**config.mk**
```make
export PLATFORM = sky130hd
export DESIGN_NAME = mem_arbiter_flat
export DESIGN_NICKNAME = d
export VERILOG_FILES = /design/src/rtl/mem_arbiter_if.sv /design/src/rtl/mem_arbiter.sv /design/src/flat_wrapper.sv
export SDC_FILE = /design/constraint.sdc
export NUM_CORES = 1
export LEC_CHECK = 0
export BUFFER_PORTS_ARGS = -buffer_cell sky130_fd_sc_hd__buf_2
export CORE_MARGIN = 3
export CORE_UTILIZATION = 41
export DETAILED_ROUTE_END_ITERATION = 16
export PLACE_DENSITY = 0.78
export SETUP_SLACK_MARGIN = 0.02
export SYNTH_ARGS = -nofsm -noshare
export SYNTH_HDL_FRONTEND = slang
export SYNTH_SLANG_ARGS = --single-unit
export TNS_END_PERCENT = 100
```
**constraint.sdc**
```tcl
create_clock -name clk -period 1.55 [get_ports clk]
set_input_delay 0.2325 -clock clk [delete_from_list [all_inputs] [get_ports clk]]
set_output_delay 0.2325 -clock clk [all_outputs]
set_load 0.1 [all_outputs]
```
**src/rtl/mem_arbiter_if.sv**
```systemverilog
// Bundle of fetch, load/store and external memory signals
// around the shared memory port arbiter.
interface mem_arbiter_if;
    logic        if_req;
    logic [31:0] if_addr;
    logic        if_gnt;
    logic        if_rvalid;
    logic [31:0] if_rdata;

    logic        d_req;
    logic        d_we;
    logic [2:0]  d_size;
    logic [31:0] d_addr;
    logic [31:0] d_wdata;
    logic        d_gnt;
    logic        d_rvalid;
    logic [31:0] d_rdata;
    logic        d_err;

    logic        m_req;
    logic        m_we;
    logic [3:0]  m_be;
    logic [31:0] m_addr;
    logic [31:0] m_wdata;
    logic        m_gnt;
    logic        m_rvalid;
    logic [31:0] m_rdata;

    modport master (
        input  if_req, if_addr,
        output if_gnt, if_rvalid, if_rdata,
        input  d_req, d_we, d_size, d_addr, d_wdata,
        output d_gnt, d_rvalid, d_rdata, d_err,
        output m_req, m_we, m_be, m_addr, m_wdata,
        input  m_gnt, m_rvalid, m_rdata
    );

    modport slave (
        output if_req, if_addr,
        input  if_gnt, if_rvalid, if_rdata,
        output d_req, d_we, d_size, d_addr, d_wdata,
        input  d_gnt, d_rvalid, d_rdata, d_err,
        input  m_req, m_we, m_be, m_addr, m_wdata,
        output m_gnt, m_rvalid, m_rdata
    );
endinterface

```
**src/rtl/mem_arbiter.sv**
```systemverilog
// Fetch / load-store arbiter for the single memory port.
// MEM_ARB_MISALIGN_TRAP_EN: trap misaligned data accesses.
module mem_arbiter #(
    parameter int unsigned STARVE_LIMIT = 4
) (
    input  logic          clk,
    input  logic          rst_n,
    mem_arbiter_if.master bus
);

    localparam int unsigned CW = $clog2(STARVE_LIMIT + 1);
    localparam logic [CW-1:0] LIM = CW'(STARVE_LIMIT);

`ifdef MEM_ARB_MISALIGN_TRAP_EN
    typedef enum logic [1:0] {IDLE, REQ, WAIT, ERR} state_e;
`else
    typedef enum logic [1:0] {IDLE, REQ, WAIT} state_e;
`endif

    state_e        state_q, state_d;
    logic [CW-1:0] cnt_q, cnt_d;
    logic          own_q, own_d;
    logic          we_q, we_d;
    logic [2:0]    size_q, size_d;
    logic [1:0]    off_q, off_d;
    logic [29:0]   addr_q, addr_d;
    logic [31:0]   wdata_q, wdata_d;

    logic        d_win;
    logic        d_half, d_word;
    logic [1:0]  d_off;
    logic        if_gnt_c, d_gnt_c;
    logic        if_rv_c, d_rv_c, err_c;
    logic        m_req_c;
    logic        q_byte, q_half;
    logic [31:0] shifted, ext;
    logic [3:0]  be_c;
    logic [31:0] wlane_c;
    logic        unused_addr;

    assign unused_addr = ^bus.if_addr[1:0];

    assign d_half = (bus.d_size[1:0] == 2'b01);
    assign d_word = bus.d_size[1];
    assign d_off  = d_word ? 2'b00 :
                    d_half ? {bus.d_addr[1], 1'b0} :
                    bus.d_addr[1:0];

    // Data wins unless a waiting fetch has hit the starvation limit
    assign d_win = bus.d_req &&
                   (!bus.if_req || (cnt_q < LIM));

`ifdef MEM_ARB_MISALIGN_TRAP_EN
    logic d_mis;
    assign d_mis = (d_half && bus.d_addr[0]) ||
                   (d_word && (bus.d_addr[1:0] != 2'b00));
`endif

    always_comb begin
        state_d  = state_q;
        cnt_d    = cnt_q;
        own_d    = own_q;
        we_d     = we_q;
        size_d   = size_q;
        off_d    = off_q;
        addr_d   = addr_q;
        wdata_d  = wdata_q;
        if_gnt_c = 1'b0;
        d_gnt_c  = 1'b0;
        if_rv_c  = 1'b0;
        d_rv_c   = 1'b0;
        err_c    = 1'b0;
        m_req_c  = 1'b0;
        unique case (state_q)
            IDLE: begin
                if (d_win) begin
                    d_gnt_c = 1'b1;
                    own_d   = 1'b1;
                    we_d    = bus.d_we;
                    size_d  = bus.d_size;
                    off_d   = d_off;
                    addr_d  = bus.d_addr[31:2];
                    wdata_d = bus.d_wdata;
                    if (!bus.if_req)
                        cnt_d = '0;
                    else if (cnt_q != LIM)
                        cnt_d = cnt_q + 1'b1;
                    state_d = REQ;
`ifdef MEM_ARB_MISALIGN_TRAP_EN
                    if (d_mis)
                        state_d = ERR;
`endif
                end else if (bus.if_req) begin
                    if_gnt_c = 1'b1;
                    own_d    = 1'b0;
                    we_d     = 1'b0;
                    size_d   = 3'b010;
                    off_d    = 2'b00;
                    addr_d   = bus.if_addr[31:2];
                    cnt_d    = '0;
                    state_d  = REQ;
                end
            end
            REQ: begin
                m_req_c = 1'b1;
                if (bus.m_gnt)
                    state_d = WAIT;
            end
            WAIT: begin
                if (bus.m_rvalid) begin
                    d_rv_c  = own_q;
                    if_rv_c = !own_q;
                    state_d = IDLE;
                end
            end
`ifdef MEM_ARB_MISALIGN_TRAP_EN
            ERR: begin
                d_rv_c  = 1'b1;
                err_c   = 1'b1;
                state_d = IDLE;
            end
`endif
            default: state_d = IDLE;
        endcase
    end

    always_ff @(posedge clk or negedge rst_n) begin
        if (!rst_n) begin
            state_q <= IDLE;
            cnt_q   <= '0;
            own_q   <= 1'b0;
            we_q    <= 1'b0;
            size_q  <= 3'b000;
            off_q   <= 2'b00;
            addr_q  <= '0;
            wdata_q <= '0;
        end else begin
            state_q <= state_d;
            cnt_q   <= cnt_d;
            own_q   <= own_d;
            we_q    <= we_d;
            size_q  <= size_d;
            off_q   <= off_d;
            addr_q  <= addr_d;
            wdata_q <= wdata_d;
        end
    end

    assign q_byte = (size_q[1:0] == 2'b00);
    assign q_half = (size_q[1:0] == 2'b01);

    always_comb begin
        be_c    = 4'b1111;
        wlane_c = wdata_q;
        unique case (1'b1)
            q_byte: begin
                be_c    = 4'b0001 << off_q;
                wlane_c = {4{wdata_q[7:0]}};
            end
            q_half: begin
                be_c    = 4'b0011 << {off_q[1], 1'b0};
                wlane_c = {2{wdata_q[15:0]}};
            end
            default: ;
        endcase
    end

    assign shifted = bus.m_rdata >> {off_q, 3'b000};

    always_comb begin
        ext = shifted;
        unique case (1'b1)
            q_byte:
                ext = {{24{shifted[7] & ~size_q[2]}},
                       shifted[7:0]};
            q_half:
                ext = {{16{shifted[15] & ~size_q[2]}},
                       shifted[15:0]};
            default: ;
        endcase
    end

    // Gnt is combinational from IDLE, so mask it while reset is held
    assign bus.if_gnt    = if_gnt_c & rst_n;
    assign bus.d_gnt     = d_gnt_c & rst_n;
    assign bus.if_rvalid = if_rv_c;
    assign bus.if_rdata  = if_rv_c ? bus.m_rdata : '0;
    assign bus.d_rvalid  = d_rv_c;
    assign bus.d_rdata   = (d_rv_c && !we_q && !err_c) ?
                           ext : '0;
    assign bus.d_err     = err_c;

    assign bus.m_req   = m_req_c;
    assign bus.m_we    = m_req_c & we_q;
    assign bus.m_be    = m_req_c ? be_c : 4'b0000;
    assign bus.m_addr  = m_req_c ? {addr_q, 2'b00} : '0;
    assign bus.m_wdata = (m_req_c && we_q) ? wlane_c : '0;

endmodule

```
**src/flat_wrapper.sv**
```systemverilog
// flat-port wrapper written by rule: the top's interface ports become plain ports
module mem_arbiter_flat 
#(
    parameter int unsigned STARVE_LIMIT = 4
)
  (clk, rst_n, bus_if_req, bus_if_addr, bus_if_gnt, bus_if_rvalid, bus_if_rdata, bus_d_req, bus_d_we, bus_d_size, bus_d_addr, bus_d_wdata, bus_d_gnt, bus_d_rvalid, bus_d_rdata, bus_d_err, bus_m_req, bus_m_we, bus_m_be, bus_m_addr, bus_m_wdata, bus_m_gnt, bus_m_rvalid, bus_m_rdata);
  mem_arbiter_if bus_i ();
  input  logic clk;
  input  logic rst_n;
  input wire logic [$bits(bus_i.if_req)-1:0] bus_if_req;
  input wire logic [$bits(bus_i.if_addr)-1:0] bus_if_addr;
  output wire logic [$bits(bus_i.if_gnt)-1:0] bus_if_gnt;
  output wire logic [$bits(bus_i.if_rvalid)-1:0] bus_if_rvalid;
  output wire logic [$bits(bus_i.if_rdata)-1:0] bus_if_rdata;
  input wire logic [$bits(bus_i.d_req)-1:0] bus_d_req;
  input wire logic [$bits(bus_i.d_we)-1:0] bus_d_we;
  input wire logic [$bits(bus_i.d_size)-1:0] bus_d_size;
  input wire logic [$bits(bus_i.d_addr)-1:0] bus_d_addr;
  input wire logic [$bits(bus_i.d_wdata)-1:0] bus_d_wdata;
  output wire logic [$bits(bus_i.d_gnt)-1:0] bus_d_gnt;
  output wire logic [$bits(bus_i.d_rvalid)-1:0] bus_d_rvalid;
  output wire logic [$bits(bus_i.d_rdata)-1:0] bus_d_rdata;
  output wire logic [$bits(bus_i.d_err)-1:0] bus_d_err;
  output wire logic [$bits(bus_i.m_req)-1:0] bus_m_req;
  output wire logic [$bits(bus_i.m_we)-1:0] bus_m_we;
  output wire logic [$bits(bus_i.m_be)-1:0] bus_m_be;
  output wire logic [$bits(bus_i.m_addr)-1:0] bus_m_addr;
  output wire logic [$bits(bus_i.m_wdata)-1:0] bus_m_wdata;
  input wire logic [$bits(bus_i.m_gnt)-1:0] bus_m_gnt;
  input wire logic [$bits(bus_i.m_rvalid)-1:0] bus_m_rvalid;
  input wire logic [$bits(bus_i.m_rdata)-1:0] bus_m_rdata;
  assign bus_i.if_req = bus_if_req;
  assign bus_i.if_addr = bus_if_addr;
  assign bus_if_gnt = bus_i.if_gnt;
  assign bus_if_rvalid = bus_i.if_rvalid;
  assign bus_if_rdata = bus_i.if_rdata;
  assign bus_i.d_req = bus_d_req;
  assign bus_i.d_we = bus_d_we;
  assign bus_i.d_size = bus_d_size;
  assign bus_i.d_addr = bus_d_addr;
  assign bus_i.d_wdata = bus_d_wdata;
  assign bus_d_gnt = bus_i.d_gnt;
  assign bus_d_rvalid = bus_i.d_rvalid;
  assign bus_d_rdata = bus_i.d_rdata;
  assign bus_d_err = bus_i.d_err;
  assign bus_m_req = bus_i.m_req;
  assign bus_m_we = bus_i.m_we;
  assign bus_m_be = bus_i.m_be;
  assign bus_m_addr = bus_i.m_addr;
  assign bus_m_wdata = bus_i.m_wdata;
  assign bus_i.m_gnt = bus_m_gnt;
  assign bus_i.m_rvalid = bus_m_rvalid;
  assign bus_i.m_rdata = bus_m_rdata;
  mem_arbiter #(.STARVE_LIMIT(STARVE_LIMIT)) u_core (.clk(clk), .rst_n(rst_n), .bus(bus_i));
endmodule
```
==> summary.md, run 1 <==
| Metric | Value |
|---|---|
| Final GP Congestion | 0.9476 |
| CTS Buf Count | 9 |
| #FFs+latches synth | 74 |
| Rows | 39 |
| Dpl cell area | 9768 um^2 |
| Worst endpoint pin kind | primary output |
| Clock Path Buffers | 2 |
| DP HPWL | 16.64 mm |
| Synth Instances | 590 |
| Port bufs | 271 |
| Place WS | -0.5144 ns |
| Post-GRT worst EP | bus_d_rdata[16] |
| Die Y | 115.0 um |
| Sequential fraction of the synthesis area | 38.04% |
| Clk root buf | clkbuf_16 |
| H-tree depth | 3 |
| Outcome | aborted with a tool error |
| Tool error | [ERROR DPL-0038] Utilization greater than 100%, impossible to legalize |
| Initial core utilization | 42.28% |
| Yosys warning count | 0 |
| Synth area leaders | dfrtp_1 (38%), mux2i_1 (13%), nand2_1 (12%) |
| Async SR Flop Fraction | 100.0% |
| Top-area cell type share of the netlist area | 38.04% |
| Syn Area/Cell | 8.252 um^2 |
| I/O pins | 277 |
| Clk sinks | 74 |
| Area leader, netlist | dfrtp_1 |
| Last step reached | 5_1_grt |
| Synthesized cell area | 4868 um^2 |
| Die X | 115.0 um |
| Post-synth EDFFs | 0 |
| Synth cell types | 43 |
| Largest net degree at the start of global routing | 61 |
| Most used DFF post-synth | dfrtp_1 |
-- through the flow --
| stage | TNS [ns] | cells |
|---|---|---|
| 3_3_place_gp | -19.99 | 1033 |
| 2_1_floorplan | -33.21 | 592 |
| 4_1_cts | -94.77 | 1078 |
| 3_5_place_dp | -27.36 | 1033 |
-- cells by family after synthesis --
family,synth area share [%]
adders and majority gates,0.5139
xor gates and xnor gates,0.1799
DFF,38.04
muxes,14.83
buffers and inverters,5.474
AOI/OAI and AO/OA,14.19
other,0.07703
and+or+nand+nor,26.70
-- timing repair --
item / in CTS
resized for setup: 107
hold buffers: 1
setup buffers: 19
endpoints found under the setup margin: 136
pin swaps: 32
gates cloned: 9
hold endpoints to repair: 17
-- synth_stat cells, drive strengths merged, types with 7 or more instances --
| cell type | n |
|---|---|
| and2 | 63 |
| buf | 25 |
| a21o | 8 |
| a22oi | 8 |
| dfrtp | 74 |
| o21ai | 46 |
| nand2 | 150 |
| a21oi | 30 |
| mux2i | 62 |
| a211oi | 7 |
| inv | 8 |
| clkbuf | 20 |
| nor2 | 41 |
| and3 | 10 |
| mux2 | 9 |
==> run 2: changes to the inputs <==
Settings changed: CORE_UTILIZATION 41 to 30, PLACE_DENSITY 0.78 to unset, PLACE_DENSITY_LB_ADDON set to 0.15, SETUP_SLACK_MARGIN 0.02 to unset.
Clock period 1.55 ns to 2 ns, I/O delays scaled along.
==> run 2 against run 1 <==
The flow now finishes, with violations (setup timing). Area after synthesis stayed put. Synthesized cell count stayed put.
==> summary.md, run 2 <==
| Metric | Value |
|---|---|
| Outcome | complete, but fails checks |
| Failing checks | setup timing |
| Global-route wire length before repair | 30.42 mm |
| # DRC | 0 |
| Fin worst setup slack | -0.3509 ns |
| Fin Setup TNS | -14.93 ns |
| CTS tree | yes |
| Req. time, crit path | 1.70 ns |
| Power per cell area | 1563 nW/um^2 |
| Post-synth EDFFs | 0 |
| Worst skew pair latency | 0.34 ns |
| Worst-path fanout max | 8 |
| Max-slew violation count | 0 |
| Area occupied by multi-input gates | 3745 um^2 |
| Grt ovf | 0 |
| Routed length per instance | 18.39 um |
| CP endpoint kind | primary output |
| I/O pins | 277 |
| Clock power frac | 10.1% |
| Register Area | 1857 um^2 |
| Final ANT Viol Nets | 0 |
| Drt first pass iters | 4 |
| Iteration-0 DRC Markers | 188 |
| Int Power | 7771 uW |
| Max Clk Rate | 425.4 MHz |
| Net Switching | 8514 uW |
| Detailed Route WL | 20.41 mm |
| Reg power frac | 17.7% |
| Clk sinks | 74 |
| Core box area | 15540 um^2 |
| Via count | 5412 |
| H-tree depth | 3 |
| Switching fraction of total power | 52.28% |
| Fin nets | 1033 |
| Vias in the first global route | 5546 |
| Worst Skew | 0.008338 ns |
| Via density | 4.876 |
| Clock Path Buffers | 2 |
| Initial core utilization | 31.33% |
| Commonest cells in the netlist | nand2_1 (150), dfrtp_1 (74), and2_1 (63), mux2i_1 (62), nor2_1 (41) |
| Worst Hold Class | primary input to register |
| LEAKAGE | 0.004777 uW |
| Async SR Flop Fraction | 100.0% |
| Peak supply drop | 1178 uV |
| Final Critical Period | 2.351 ns |
| Sequential fraction of the synthesis area | 38.04% |
| Syn Area/Cell | 8.252 um^2 |
| Largest Register | u_core.wdata_q |
| Worst slew pin tran | 1.245 ns |
| Max reg flops | 32 |
| Clk root buf | clkbuf_16 |
| Final GP Congestion | 0.9705 |
| Rows | 45 |
| Synthesized cell area | 4868 um^2 |
| Critical Path Start Type | register |
| Final Util | 67.06% |
| Arr. time, crit path | 2.05 ns |
| Area delta synth->final | 114.1% |
| Synth cell types | 43 |
| Most used DFF post-synth | dfrtp_1 |
| Tot GR Track Use | 21.46% |
| Top-area cell type share of the netlist area | 38.04% |
| Biggest regs | u_core.wdata_q: 32 flops, u_core.addr_q: 30 flops |
| Clock transition at the registers of the reported paths | 0.06 ns |
| Synth area leaders | dfrtp_1 (38%), mux2i_1 (13%), nand2_1 (12%) |
| Combinational Power Share | 72.2% |
| Yosys warning count | 0 |
| Share of cells above drive strength 1 | 60.91% |
| Most frequent cell after synthesis | nand2_1 |
| Die X | 133.4 um |
| Most frequent cells in the layout | buf_12 (149), nand2_1 (141), buf_2 (134) |
| #FFs+latches synth | 74 |
| Period utilization | 117.5% |
| Final Setup Violations | 90 |
| DP HPWL | 15.00 mm |
| Synth Instances | 590 |
| WS Path Type | register to primary output |
| Number of fill cells | 1176 |
| Commonest non-fill, non-tap cell in the layout | buf_12 |
| RSZ-0062 raised after global routing | true |
| Antenna violations before repair | 3 |
| Hold Vio Cnt, Final | 0 |
| Max-slew headroom | 16.67% |
| Largest net degree at the start of global routing | 67 |
| CTS Buf Count | 9 |
| Total of max-cap violations | 0 |
| Port bufs | 271 |
| Area leader, netlist | dfrtp_1 |
| Die area | 17790 um^2 |
| Die Y | 133.4 um |
==> run 2: power by group through the flow <==
stage               clock (uW)  combinational, uW  sequential (uW)
floorplan                    0               7010             2550
global placement             0              10200             2700
detailed placement           0              10300             2760
CTS                       1680              10900             2830
global route              1760              12300             2980
finish                    1640              11800             2880
==> run 2: timing repair <==
| item | CTS | global route |
|---|---|---|
| endpoints found under the setup margin | 126 | 128 |
| cloned | 1 | 6 |
| pin swaps | 16 | 25 |
| endpoints found under the hold margin | 8 | 0 |
| hold buffers | 1 | 0 |
| gates resized for setup | 71 | 70 |
| setup buffers | 17 | 7 |
==> run 2: stage by stage <==
step	hold slack, ns	setup slack [ns]	power (uW)	std cells	area (um^2)
6_report	0.1491	-0.3509	16290	1110	10420
4_1_cts	0.1353	-0.3532	15440	1098	10000
3_3_place_gp	0.1381	-0.05717	12910	1064	9235
5_1_grt	0.1501	-0.4424	17060	1110	10420
3_5_place_dp	0.1393	-0.1694	13090	1064	9235
2_1_floorplan	0.004409	-0.3446	9555	592	5525
==> run 2: final cells by class <==
| class | count | area share [%] |
|---|---|---|
| Clock buffer | 10 | 2.293 |
| Sequential cell | 74 | 17.82 |
| Inverter | 9 | 0.3362 |
| Multi-Input combinational cell | 464 | 35.93 |
| Timing Repair Buffer | 335 | 40.44 |
| Antenna cell | 1 | 0.02401 |
| Tap cell | 211 | 2.533 |
| Clock inverter | 6 | 0.6243 |
==> run 2: kinds of logic after synthesis <==
group	synth area share, %
adder cells (fa/ha/maj)	0.5139
multiplexers	14.83
other	0.07703
AND/OR/NAND/NOR	26.70
AO/OA/AOI/OAI	14.19
flip-flops	38.04
XOR/XNOR	0.1799
buffers and inverters	5.474
==> run 2: final timing paths <==
kind | from | slack [ns] | cells past startpoint | end
worst max register to register | u_core.state_q[1] | 0.22 | 6 | u_core.addr_q[28]
worst min register to register | u_core.addr_q[14] | 0.48 | 2 | u_core.addr_q[14]
worst min-delay path | bus_d_wdata[23] | 0.15 | 3 | u_core.wdata_q[23]
min in group asynchronous | rst_n | 0.44 | 2 | u_core.addr_q[24]
worst max-delay path | u_core.size_q[0] | -0.35 | 6 | bus_d_rdata[23]
max in group asynchronous | rst_n | 0.44 | 3 | u_core.size_q[0]
==> run 2: critical path, cell delays in order (launching register included) <==
cell	delay, ns
dfrtp_2	0.47
nor4b_4	0.32
a21oi_2	0.08
a2111o_1	0.39
buf_6	0.16
o21ai_2	0.09
buf_12	0.20
==> run 2: per-layer routing <==
layer	share of wire [%]	track usage, %	vias to the layer above
li1	-	-	2571
met1	38	24.20	2561
met5	0.10	0	-
met2	52	38.91	246
met3	7.7	5.967	30
met4	2.1	7.314	4
No activity file was read; power rests on OpenSTA's default activity.
